<file path="src/rtl/tft_spi_arbiter.sv">
// Purpose : arbitrates N_REQ panel-command requesters onto one shared SPI byte transmitter.
// Latency : grant one edge after an eligible request in IDLE (two edges minimum after reset); mux path is combinational.
// Backpressure: spi_busy is reflected to the owner on req_busy and holds DRAIN; non-owners always see busy=1.
//
// Ports:
//   clk, rst                  clock and asynchronous active-low reset
//   req/req_data/req_dc       per-requester level request, byte and data/command flag
//   req_transmit              per-requester one-cycle transmit pulse
//   init_done                 unmasks requesters 1..N_REQ-1 for new selection
//   spi_busy                  busy from the shared transmitter
//   spi_data/spi_dc/spi_transmit  owner's stream to the transmitter
//   grant                     one-hot current owner (or zero)
//   req_busy                  per-requester busy view
//   timeout                   one-cycle pulse when a silent owner is revoked
module tft_spi_arbiter #(
  parameter int N_REQ        = 3,
  parameter int IDLE_TIMEOUT = 1023
) (
  input  logic               clk,
  input  logic               rst,
  input  logic [N_REQ-1:0]   req,
  input  logic [8*N_REQ-1:0] req_data,
  input  logic [N_REQ-1:0]   req_dc,
  input  logic [N_REQ-1:0]   req_transmit,
  input  logic               init_done,
  input  logic               spi_busy,
  output logic [7:0]         spi_data,
  output logic               spi_dc,
  output logic               spi_transmit,
  output logic [N_REQ-1:0]   grant,
  output logic [N_REQ-1:0]   req_busy,
  output logic               timeout
);

  localparam int IW = $clog2(N_REQ);
  localparam int CW = $clog2(IDLE_TIMEOUT + 1);
  localparam logic [CW-1:0] CNT_MAX = CW'(IDLE_TIMEOUT);

  typedef enum logic [1:0] {IDLE, OWN, DRAIN} state_t;

  state_t           state_q, state_d;
  logic [N_REQ-1:0] grant_q, grant_d;
  logic [IW-1:0]    owner_q, owner_d;
  logic [IW-1:0]    last_q, last_d;
  logic [CW-1:0]    cnt_q, cnt_d;
  logic             timeout_q, timeout_d;
  logic [N_REQ-1:0] lock_q, lock_d;
  // Low for the first edge after reset release so no grant lands on that edge.
  logic             armed_q;

  logic [N_REQ-1:0] elig;
  logic             found;
  logic [IW-1:0]    pick;
  int               idx;

  // Requester 0 has absolute priority; 1..N_REQ-1 rotate starting after
  // last_owner. last_owner=0 maps to a search starting at 1.
  always_comb begin
    elig  = req & ~lock_q;
    if (!init_done) elig = elig & {{(N_REQ-1){1'b0}}, 1'b1};
    found = 1'b0;
    pick  = '0;
    idx   = 0;
    if (elig[0]) begin
      found = 1'b1;
    end else begin
      for (int k = 0; k < N_REQ-1; k++) begin
        idx = ((int'(last_q) + k) % (N_REQ-1)) + 1;
        if (!found && elig[idx]) begin
          found = 1'b1;
          pick  = IW'(idx);
        end
      end
    end
  end

  always_comb begin
    state_d   = state_q;
    grant_d   = grant_q;
    owner_d   = owner_q;
    last_d    = last_q;
    cnt_d     = cnt_q;
    timeout_d = 1'b0;
    // A lockout clears once its requester has been seen with req low.
    lock_d    = lock_q & req;
    case (state_q)
      IDLE: begin
        if (armed_q && found) begin
          state_d       = OWN;
          owner_d       = pick;
          grant_d       = '0;
          grant_d[pick] = 1'b1;
          cnt_d         = '0;
          if (pick != '0) last_d = pick;
        end
      end
      OWN: begin
        if (cnt_q == CNT_MAX) begin
          state_d          = DRAIN;
          timeout_d        = 1'b1;
          lock_d[owner_q]  = 1'b1;
        end else if (!req[owner_q]) begin
          state_d = DRAIN;
        end else if (req_transmit[owner_q] || spi_busy) begin
          cnt_d = '0;
        end else if (cnt_q != CNT_MAX) begin
          cnt_d = cnt_q + CW'(1);
        end
      end
      DRAIN: begin
        if (!spi_busy) begin
          state_d = IDLE;
          grant_d = '0;
        end
      end
      default: begin
        state_d = IDLE;
        grant_d = '0;
      end
    endcase
  end

  always_ff @(posedge clk or negedge rst) begin
    if (!rst) begin
      state_q   <= IDLE;
      grant_q   <= '0;
      owner_q   <= '0;
      last_q    <= '0;
      cnt_q     <= '0;
      timeout_q <= 1'b0;
      lock_q    <= '0;
      armed_q   <= 1'b0;
    end else begin
      state_q   <= state_d;
      grant_q   <= grant_d;
      owner_q   <= owner_d;
      last_q    <= last_d;
      cnt_q     <= cnt_d;
      timeout_q <= timeout_d;
      lock_q    <= lock_d;
      armed_q   <= 1'b1;
    end
  end

  // Output mux is purely combinational from registered ownership, so reset
  // forces every output to its idle value without a clock.
  always_comb begin
    spi_data     = 8'h00;
    spi_dc       = 1'b0;
    spi_transmit = 1'b0;
    if (|grant_q) begin
      spi_data = req_data[8*owner_q +: 8];
      spi_dc   = req_dc[owner_q];
    end
    if (state_q == OWN) spi_transmit = req_transmit[owner_q];
    for (int i = 0; i < N_REQ; i++) req_busy[i] = grant_q[i] ? spi_busy : 1'b1;
  end

  assign grant   = grant_q;
  assign timeout = timeout_q;

endmodule

</file>
<file path="config.mk">
export PLATFORM = sky130hd
export DESIGN_NAME = tft_spi_arbiter
export DESIGN_NICKNAME = d
export VERILOG_FILES = /design/src/rtl/tft_spi_arbiter.sv
export SDC_FILE = /design/constraint.sdc
export NUM_CORES = 1
export LEC_CHECK = 0
export ABC_AREA = 1
export BUFFER_PORTS_ARGS = -buffer_cell sky130_fd_sc_hd__buf_4
export CELL_PAD_IN_SITES_DETAIL_PLACEMENT = 0
export CELL_PAD_IN_SITES_GLOBAL_PLACEMENT = 1
export CORE_AREA = 4 4 71 73
export CTS_CLUSTER_DIAMETER = 80
export CTS_CLUSTER_SIZE = 25
export DETAILED_ROUTE_END_ITERATION = 10
export DIE_AREA = 0 0 75 77
export PLACE_DENSITY = 0.81
export SLEW_MARGIN = 40
export SYNTH_ARGS = -nofsm -noshare
export SYNTH_HDL_FRONTEND = slang
export SYNTH_SLANG_ARGS = --single-unit
</file>
<file path="constraint.sdc">
create_clock -name clk -period 3.9 [get_ports clk]
set_clock_uncertainty 0.2 [all_clocks]
set_input_delay 1.17 -clock clk [delete_from_list [all_inputs] [get_ports clk]]
set_output_delay 1.17 -clock clk [all_outputs]
set_load 0.02 [all_outputs]
</file>
==> results of run 1 <==
==> kinds of logic (layout without fill, tap and decap cells) <==
group,after synthesis,in the layout,synth area share
AND/OR/NAND/NOR,166,166,0.474
XOR/XNOR,4,4,0.0224
flip-flops,23,23,0.367
other,1,1,0.00239
AO/OA/AOI/OAI,7,7,0.0248
adder cells (fa/ha/maj),1,1,0.00799
buffers and inverters,37,90,0.101
==> routing by layer <==
| layer | global-route usage | vias up |
|---|---|---|
| li1 | - | 847 |
| met1 | 0.207 | 740 |
| met2 | 0.250 | 32 |
| met3 | 0.0353 | 2 |
| met4 | 0.0214 | 0 |
| met5 | 0 | - |
==> stage by stage <==
| step | utilization | cell area, µm² | setup WS, ns | cells | total power, mW |
|---|---|---|---|---|---|
| 2_1_floorplan | - | 1570 | 1.05 | 239 | 0.657 |
| 3_3_place_gp | 0.461 | 2010 | 0.798 | 340 | 0.856 |
| 3_5_place_dp | 0.461 | 2010 | 0.798 | 340 | 0.855 |
| 4_1_cts | 0.471 | 2050 | 0.794 | 344 | 1.01 |
| 5_1_grt | 0.471 | 2050 | 0.743 | 344 | 1.08 |
| 6_report | 0.471 | 2050 | 0.810 | 344 | 0.990 |
==> worst min-delay path by stage <==
stage / from / end / slack (ns) / cells after the start
floorplan: lock_q[1]$_DFF_PN0_ / lock_q[1]$_DFF_PN0_ / 0.24 / 2
finish: lock_q[0]$_DFF_PN0_ / lock_q[0]$_DFF_PN0_ / 0.28 / 2
global placement: lock_q[0]$_DFF_PN0_ / lock_q[0]$_DFF_PN0_ / 0.26 / 2
detailed placement: lock_q[0]$_DFF_PN0_ / lock_q[0]$_DFF_PN0_ / 0.26 / 2
global route: lock_q[1]$_DFF_PN0_ / lock_q[1]$_DFF_PN0_ / 0.32 / 2
CTS: lock_q[0]$_DFF_PN0_ / lock_q[0]$_DFF_PN0_ / 0.28 / 2
==> area by class of cell <==
type | count | area (µm²)
inverters | 30 | 113
well taps | 52 | 65.1
clock inverters | 1 | 5.00
flip-flops and latches | 23 | 576
repair buffers | 56 | 420
fillers | 439 | 2300
clock buffers | 3 | 41.3
multi-input cells | 179 | 832
==> where the power goes <==
group | internal, mW | switching [mW] | total (mW)
clock network | 0.0714 | 0.0815 | 0.153
registers | 0.272 | 0.0276 | 0.299
logic | 0.198 | 0.339 | 0.537
==> placed cells by master, fill, tap and decap left out <==
cell / instances
sky130_fd_sc_hd__a21o_1: 1
sky130_fd_sc_hd__a21oi_1: 1
sky130_fd_sc_hd__a31oi_1: 1
sky130_fd_sc_hd__buf_4: 56
sky130_fd_sc_hd__clkbuf_8: 3
sky130_fd_sc_hd__clkinv_2: 1
sky130_fd_sc_hd__conb_1: 1
sky130_fd_sc_hd__dfrtp_1: 23
sky130_fd_sc_hd__ha_1: 1
sky130_fd_sc_hd__inv_1: 29
sky130_fd_sc_hd__inv_2: 1
sky130_fd_sc_hd__nand2_1: 96
sky130_fd_sc_hd__nand2_2: 2
sky130_fd_sc_hd__nand3_1: 40
sky130_fd_sc_hd__nand3_2: 5
sky130_fd_sc_hd__nand4_1: 2
sky130_fd_sc_hd__nor2_1: 16
sky130_fd_sc_hd__nor2_2: 2
sky130_fd_sc_hd__nor2_4: 1
sky130_fd_sc_hd__nor3_4: 1
sky130_fd_sc_hd__o21ai_0: 4
sky130_fd_sc_hd__or3_1: 1
sky130_fd_sc_hd__xnor2_1: 1
sky130_fd_sc_hd__xor2_1: 3
==> registers in the layout (all words and copies together) (netlist names) <==
name and flops:
armed_q 1, state_q 2, owner_q 2, lock_q 3, cnt_q 10, grant 3
timeout 1, last_q 1
==> synthesized netlist by cell type, drive strengths merged <==
library cell / number / area, µm²
a21o: 1 / 7.51
a21oi: 1 / 5.00
a31oi: 1 / 6.26
buf: 6 / 42.5
clkbuf: 1 / 3.75
conb: 1 / 3.75
dfrtp: 23 / 576
ha: 1 / 12.5
inv: 30 / 113
nand2: 98 / 373
nand3: 45 / 250
nand4: 2 / 12.5
nor2: 19 / 83.8
nor3: 1 / 16.3
o21ai: 4 / 20.0
or3: 1 / 6.26
xnor2: 1 / 8.76
xor2: 3 / 26.3
==> worst min-delay path, cell delays in order (launching register included) <==
cell and delay [ns]:
sky130_fd_sc_hd__dfrtp_1 0.35, sky130_fd_sc_hd__nand2_1 0.05, sky130_fd_sc_hd__nand2_1 0.05
==> metrics.cfg, run 1 <==
[clocking]
root_buffer = sky130_fd_sc_hd__clkbuf_8
path_clk_slew_ns = 0.09
clk-insertion-delay-late_ns = 0.27
clock_tree.htree_level_count = 1
cts_max_path_buffers = 2
ctsResizeCount = 0
clock-sinks = 23
postCtsSetupRepairBufs = 0
cts_tree = yes
ctsHoldBuffers = 0
cts_buffers = 3

[sta]
finalSetupViolations = 0
final_max_slew_viol_count = 0
setup_tns_ns = 0
final.period_utilization = 0.792
hold_ws_ns = 0.281
timing.final.hold_violations = 0
fmax_ghz = 0.324
grt_setup_unrepaired = false
fin_crit_ns = 3.09

[route]
first_pass_iters = 4
drt_iter0_markers = 42
detailroute.via_count = 1621
detail_route.wirelength_um = 4220
maxUsedRoutingLayer = met4
remaining_drc_errors = 0
avgViaCountPerCell = 4.71
postRouteAntennaNets = 0
routed_metal_1_wire_length_um = 1870
met3_wirelength_um = 251
routed_met2_length_um = 2080
routed_wire_length_per_instance_um = 12.3

[outcome]
run_status = complete, no violations

[logic_synthesis]
synth.yosys.seq_area_share = 0.367
synthesis.yosys.warnings = 0
syn-cell-area_um2 = 1570
synth_fp_nets = 277
post_synth_num_cell_types = 24
synth.avg_cell_area_um2 = 6.55
synth_cells = 239
ys_seq_elements = 23

[grt]
largest_net_degree_at_the_start_of_global_routing = 24
antenna_found_initial = 0
grt_pass1_wl_um = 7000
grt_overflow_total = 0
global_route.usage.total = 0.153
via_count_of_the_first_global_routing_pass = 1473

[pwr]
p_leak_nw = 1.18
power_density_nw_per_um2 = 482
power.ir.vdd_worst_mv = 0.215

[setup_path]
slowest_stage = sky130_fd_sc_hd__buf_4
end_kind = output pin
worst_ep_required_time_ns = 2.53
cpLargestDelayFamily = buffers and inverters
worstSetupStartpointType = input port
critical_path_class = input port to output pin
worstPathArrival_ns = 1.72
reg2regPathDepth = 8
cp_num_buf_inv = 3
worst-path-stages = 6
worstSetupStartpoint = req_transmit[0]
regToRegStartpoint = owner_q[0]$_DFFE_PN0P_
crit_path_end = spi_transmit
reg2reg_setup_slack_ns = 1.98
timing.rr.end = cnt_q[4]$_DFFE_PN0P_
cp_cell_sequence = buf_4, nand2_1, nand3_1, nand2_1, inv_1, buf_4
crit_path_max_fanout = 2
worst_path_largest_cell_delay_ns = 0.14

[placed_design]
gp_routability_congestion = 0.787
io_buffers = 53
dpl.hpwl_um = 3180

[floorplanning]
fp.dieArea_um2 = 5780
die-height_um = 77
rows = 24
num_io_pins = 54
initial_utilization = 0.360
core_area_um2 = 4350
die_width_um = 75

[cells_and_area]
layout-drive-gt1-share = 0.247
design.final.nets = 331
insertedDiodeCount = 0
syn_to_final_growth_pct = 31.0

[hold_path]
min-delay-path-class = register to register

[job]
maxCapViolCount = 0

No activity file was read; power rests on OpenSTA's default activity.
==> run 2, diff against run 1 <==
ABC_AREA = 0   (was 1)
CORE_AREA = 4 4 70 72   (was 4 4 71 73)
DIE_AREA = 0 0 74 76   (was 0 0 75 77)
PLACE_DENSITY = 0.75   (was 0.81)
clock period = 3.1 ns   (was 3.9 ns; I/O delays follow)
==> run 2 against run 1 <==
  * Clock power increased by 23%
  * Clock-buffer cell count unchanged
  * Worst setup slack got worse by 0.60 ns
  * Largest power group unchanged
  * Via count decreased by 13%
==> metrics.cfg, run 2 <==
[outcome]
run_status = complete, no violations

[route]
detail_route.wirelength_um = 3930
avgViaCountPerCell = 5.10
detailroute.via_count = 1413
postRouteAntennaNets = 0
routed_wire_length_per_instance_um = 14.2
first_pass_iters = 4
drt_iter0_markers = 34
remaining_drc_errors = 0

[clocking]
clock-sinks = 23
root_buffer = sky130_fd_sc_hd__clkbuf_8
postCtsSetupRepairBufs = 0
ctsHoldBuffers = 0
cts_tree = yes
clk-insertion-delay-late_ns = 0.26
path_clk_slew_ns = 0.08
cts_max_path_buffers = 2
clock_tree.htree_level_count = 1
cts_buffers = 3
ctsResizeCount = 0

[setup_path]
end_kind = output pin
slowest_stage = sky130_fd_sc_hd__dfrtp_1
worst_ep_required_time_ns = 1.97
cp_num_buf_inv = 2
critical_path_class = register to output pin
worstSetupStartpointType = register
cpLargestDelayFamily = flip-flops
critical-path-top-cell-by-count = sky130_fd_sc_hd__buf_4
worst-path-stages = 5
cp_cell_sequence = buf_4, mux2i_1, o21a_1, nor2_1, buf_4
worst_path_largest_cell_delay_ns = 0.60
crit_path_max_fanout = 9
reg2regPathDepth = 6
worstPathArrival_ns = 1.76

[floorplanning]
die-height_um = 76
num_io_pins = 54
core_area_um2 = 4290
fp.dieArea_um2 = 5620
die_width_um = 74
rows = 24
initial_utilization = 0.338

[sta]
finalSetupViolations = 0
final_max_slew_viol_count = 0
setup_tns_ns = 0
slew_headroom = 0.498
worst_slew_pin_slew_ns = 0.746
fmax_ghz = 0.346
final.period_utilization = 0.932
grt_setup_unrepaired = false
fin_crit_ns = 2.89
timing.final.hold_violations = 0

[cells_and_area]
syn_to_final_growth_pct = 35.5
insertedDiodeCount = 0
multi_input_comb_area_um2 = 796
finalCoreUtilization = 0.458
layout-drive-gt1-share = 0.302
commonest_non_fill_non_tap_cells_in_the_layout = 59 x sky130_fd_sc_hd__buf_4, 26 x sky130_fd_sc_hd__nor2_1, 23 x sky130_fd_sc_hd__dfrtp_1
design.final.nets = 264
largest_register = cnt_q
commonest_non_fill_non_tap_cell_in_the_layout = sky130_fd_sc_hd__buf_4
largest_register_ffs = 10
final-seq-area_um2 = 576
layout.filler_cells = 453

[hold_path]
min-delay-path-class = register to register
worst_hold_path.num_cells = 1

[grt]
global_route.usage.total = 0.141
via_count_of_the_first_global_routing_pass = 1372
largest_net_degree_at_the_start_of_global_routing = 24
grt_overflow_total = 0
antenna_found_initial = 0
grt_pass1_wl_um = 6420

[placed_design]
gp_routability_congestion = 0.727
dpl.hpwl_um = 3020
io_buffers = 53

[job]
maxCapViolCount = 0

[logic_synthesis]
synth_fp_nets = 206
synth_area_leader_cell = sky130_fd_sc_hd__dfrtp_1
post_synth_num_cell_types = 41
synth_top_area_frac = 0.397
yosysMostFrequentCell = sky130_fd_sc_hd__nor2_1
ys_seq_elements = 23
synth.yosys.seq_area_share = 0.397
synthesis.yosys.warnings = 0
synth.top_cells.by_count = 26 x sky130_fd_sc_hd__nor2_1, 23 x sky130_fd_sc_hd__dfrtp_1, 13 x sky130_fd_sc_hd__nand2_1
synth.avg_cell_area_um2 = 8.64
leading_post_synthesis_cells_by_cell_area = sky130_fd_sc_hd__dfrtp_1 40%, sky130_fd_sc_hd__mux2i_1 8.3%, sky130_fd_sc_hd__nor2_1 6.7%, sky130_fd_sc_hd__a21oi_1 3.8%, sky130_fd_sc_hd__o21ai_0 3.8%
dominantRegCellSynth = sky130_fd_sc_hd__dfrtp_1
synth_cells = 168
synth_enable_flop_cells = 0
syn-cell-area_um2 = 1450
asyncSetResetFlopFracSynth = 1.00

[pwr]
power.share.clock = 0.141
seq_power_share = 0.303
p_leak_nw = 0.902
total_chip_power_mw = 1.34
switching_pwr_mw = 0.575
swShare = 0.431
power_density_nw_per_um2 = 679
power.ir.vdd_worst_mv = 0.385
p_int_mw = 0.760
combinationalPowerShare = 0.555

run 2: changes by cell type after synthesis, sizes merged, moves of 3 or more:
| cell | delta |
|---|---|
| nand2 | -85 |
| nand3 | -41 |
| inv | -19 |
| mux2i | +12 |
| a21oi | +11 |
| nand2b | +7 |
| nor2 | +7 |
| o21ai | +7 |
| a32o | +5 |
| a22oi | +4 |
| nor2b | +4 |
| buf | -3 |
| nor3 | +3 |
| xor2 | -3 |
run 2: layout make-up:
type                       count  area share
clock buffer                   3      0.0210
clock inverter                 1     0.00254
inverter                      11      0.0210
multi-input combinational    128       0.405
sequential                    23       0.293
tap                           52      0.0331
timing repair buffer          59       0.225
run 2: per-stage QoR:
| step | setup slack (ns) | instance area, µm² | instances | hold WS [ns] |
|---|---|---|---|---|
| after floorplan | 0.420 | 1450 | 168 | 0.257 |
| after global placement | 0.372 | 1920 | 273 | 0.267 |
| after detailed placement | 0.374 | 1920 | 273 | 0.291 |
| after CTS | 0.188 | 1970 | 277 | 0.309 |
| after global routing | 0.123 | 1970 | 277 | 0.347 |
| final | 0.212 | 1970 | 277 | 0.308 |
run 2: worst reg2reg max path: stages (launching register included):
cell and delay (ns):
sky130_fd_sc_hd__dfrtp_1 0.60, sky130_fd_sc_hd__buf_4 0.27, sky130_fd_sc_hd__mux2i_1 0.27, sky130_fd_sc_hd__o2111a_1 0.51
sky130_fd_sc_hd__o21ai_0 0.16, sky130_fd_sc_hd__o21ai_0 0.10, sky130_fd_sc_hd__a32o_1 0.14
run 2: path summary, 6_finish.rpt:
path | from | to | slack (ns)
max in group asynchronous | rst | lock_q[0]$_DFF_PN0_ | 2.12
min in group asynchronous | rst | cnt_q[4]$_DFFE_PN0P_ | 0.34
worst min-delay path | last_q[0]$_DFFE_PN0P_ | last_q[0]$_DFFE_PN0P_ | 0.31
worst max register to register | owner_q[1]$_DFFE_PN0P_ | cnt_q[9]$_DFFE_PN0P_ | 0.80
worst min register to register | last_q[0]$_DFFE_PN0P_ | last_q[0]$_DFFE_PN0P_ | 0.31
worst max-delay path | owner_q[1]$_DFFE_PN0P_ | spi_transmit | 0.21
run 2: cell families (layout without fill, tap and decap cells):
logic type	Yosys count	count (layout)	share of synthesized area
and+or+nand+nor	65	65	0.214
AOI/OAI and AO/OA	48	48	0.230
DFF	23	23	0.397
buffers and inverters	17	74	0.0552
muxes	13	13	0.0931
adders and majority gates	1	1	0.00862
other	1	1	0.00258
run 2: power groups by stage:
stage	combinational, mW	sequential [mW]	clock, mW
after floorplan	0.466	0.406	0
after global placement	0.751	0.410	0
after detailed placement	0.749	0.413	0
after CTS	0.752	0.407	0.194
after global routing	0.809	0.414	0.212
final	0.741	0.405	0.188
run 2: layer usage:
metal  global-route usage  part of all wire  vias up
met3               0.0330             0.062        8
met1                0.178              0.44      660
met5                    0                 0        -
met2                0.230              0.48       33
li1                     -                 -      712
met4               0.0543             0.020        0
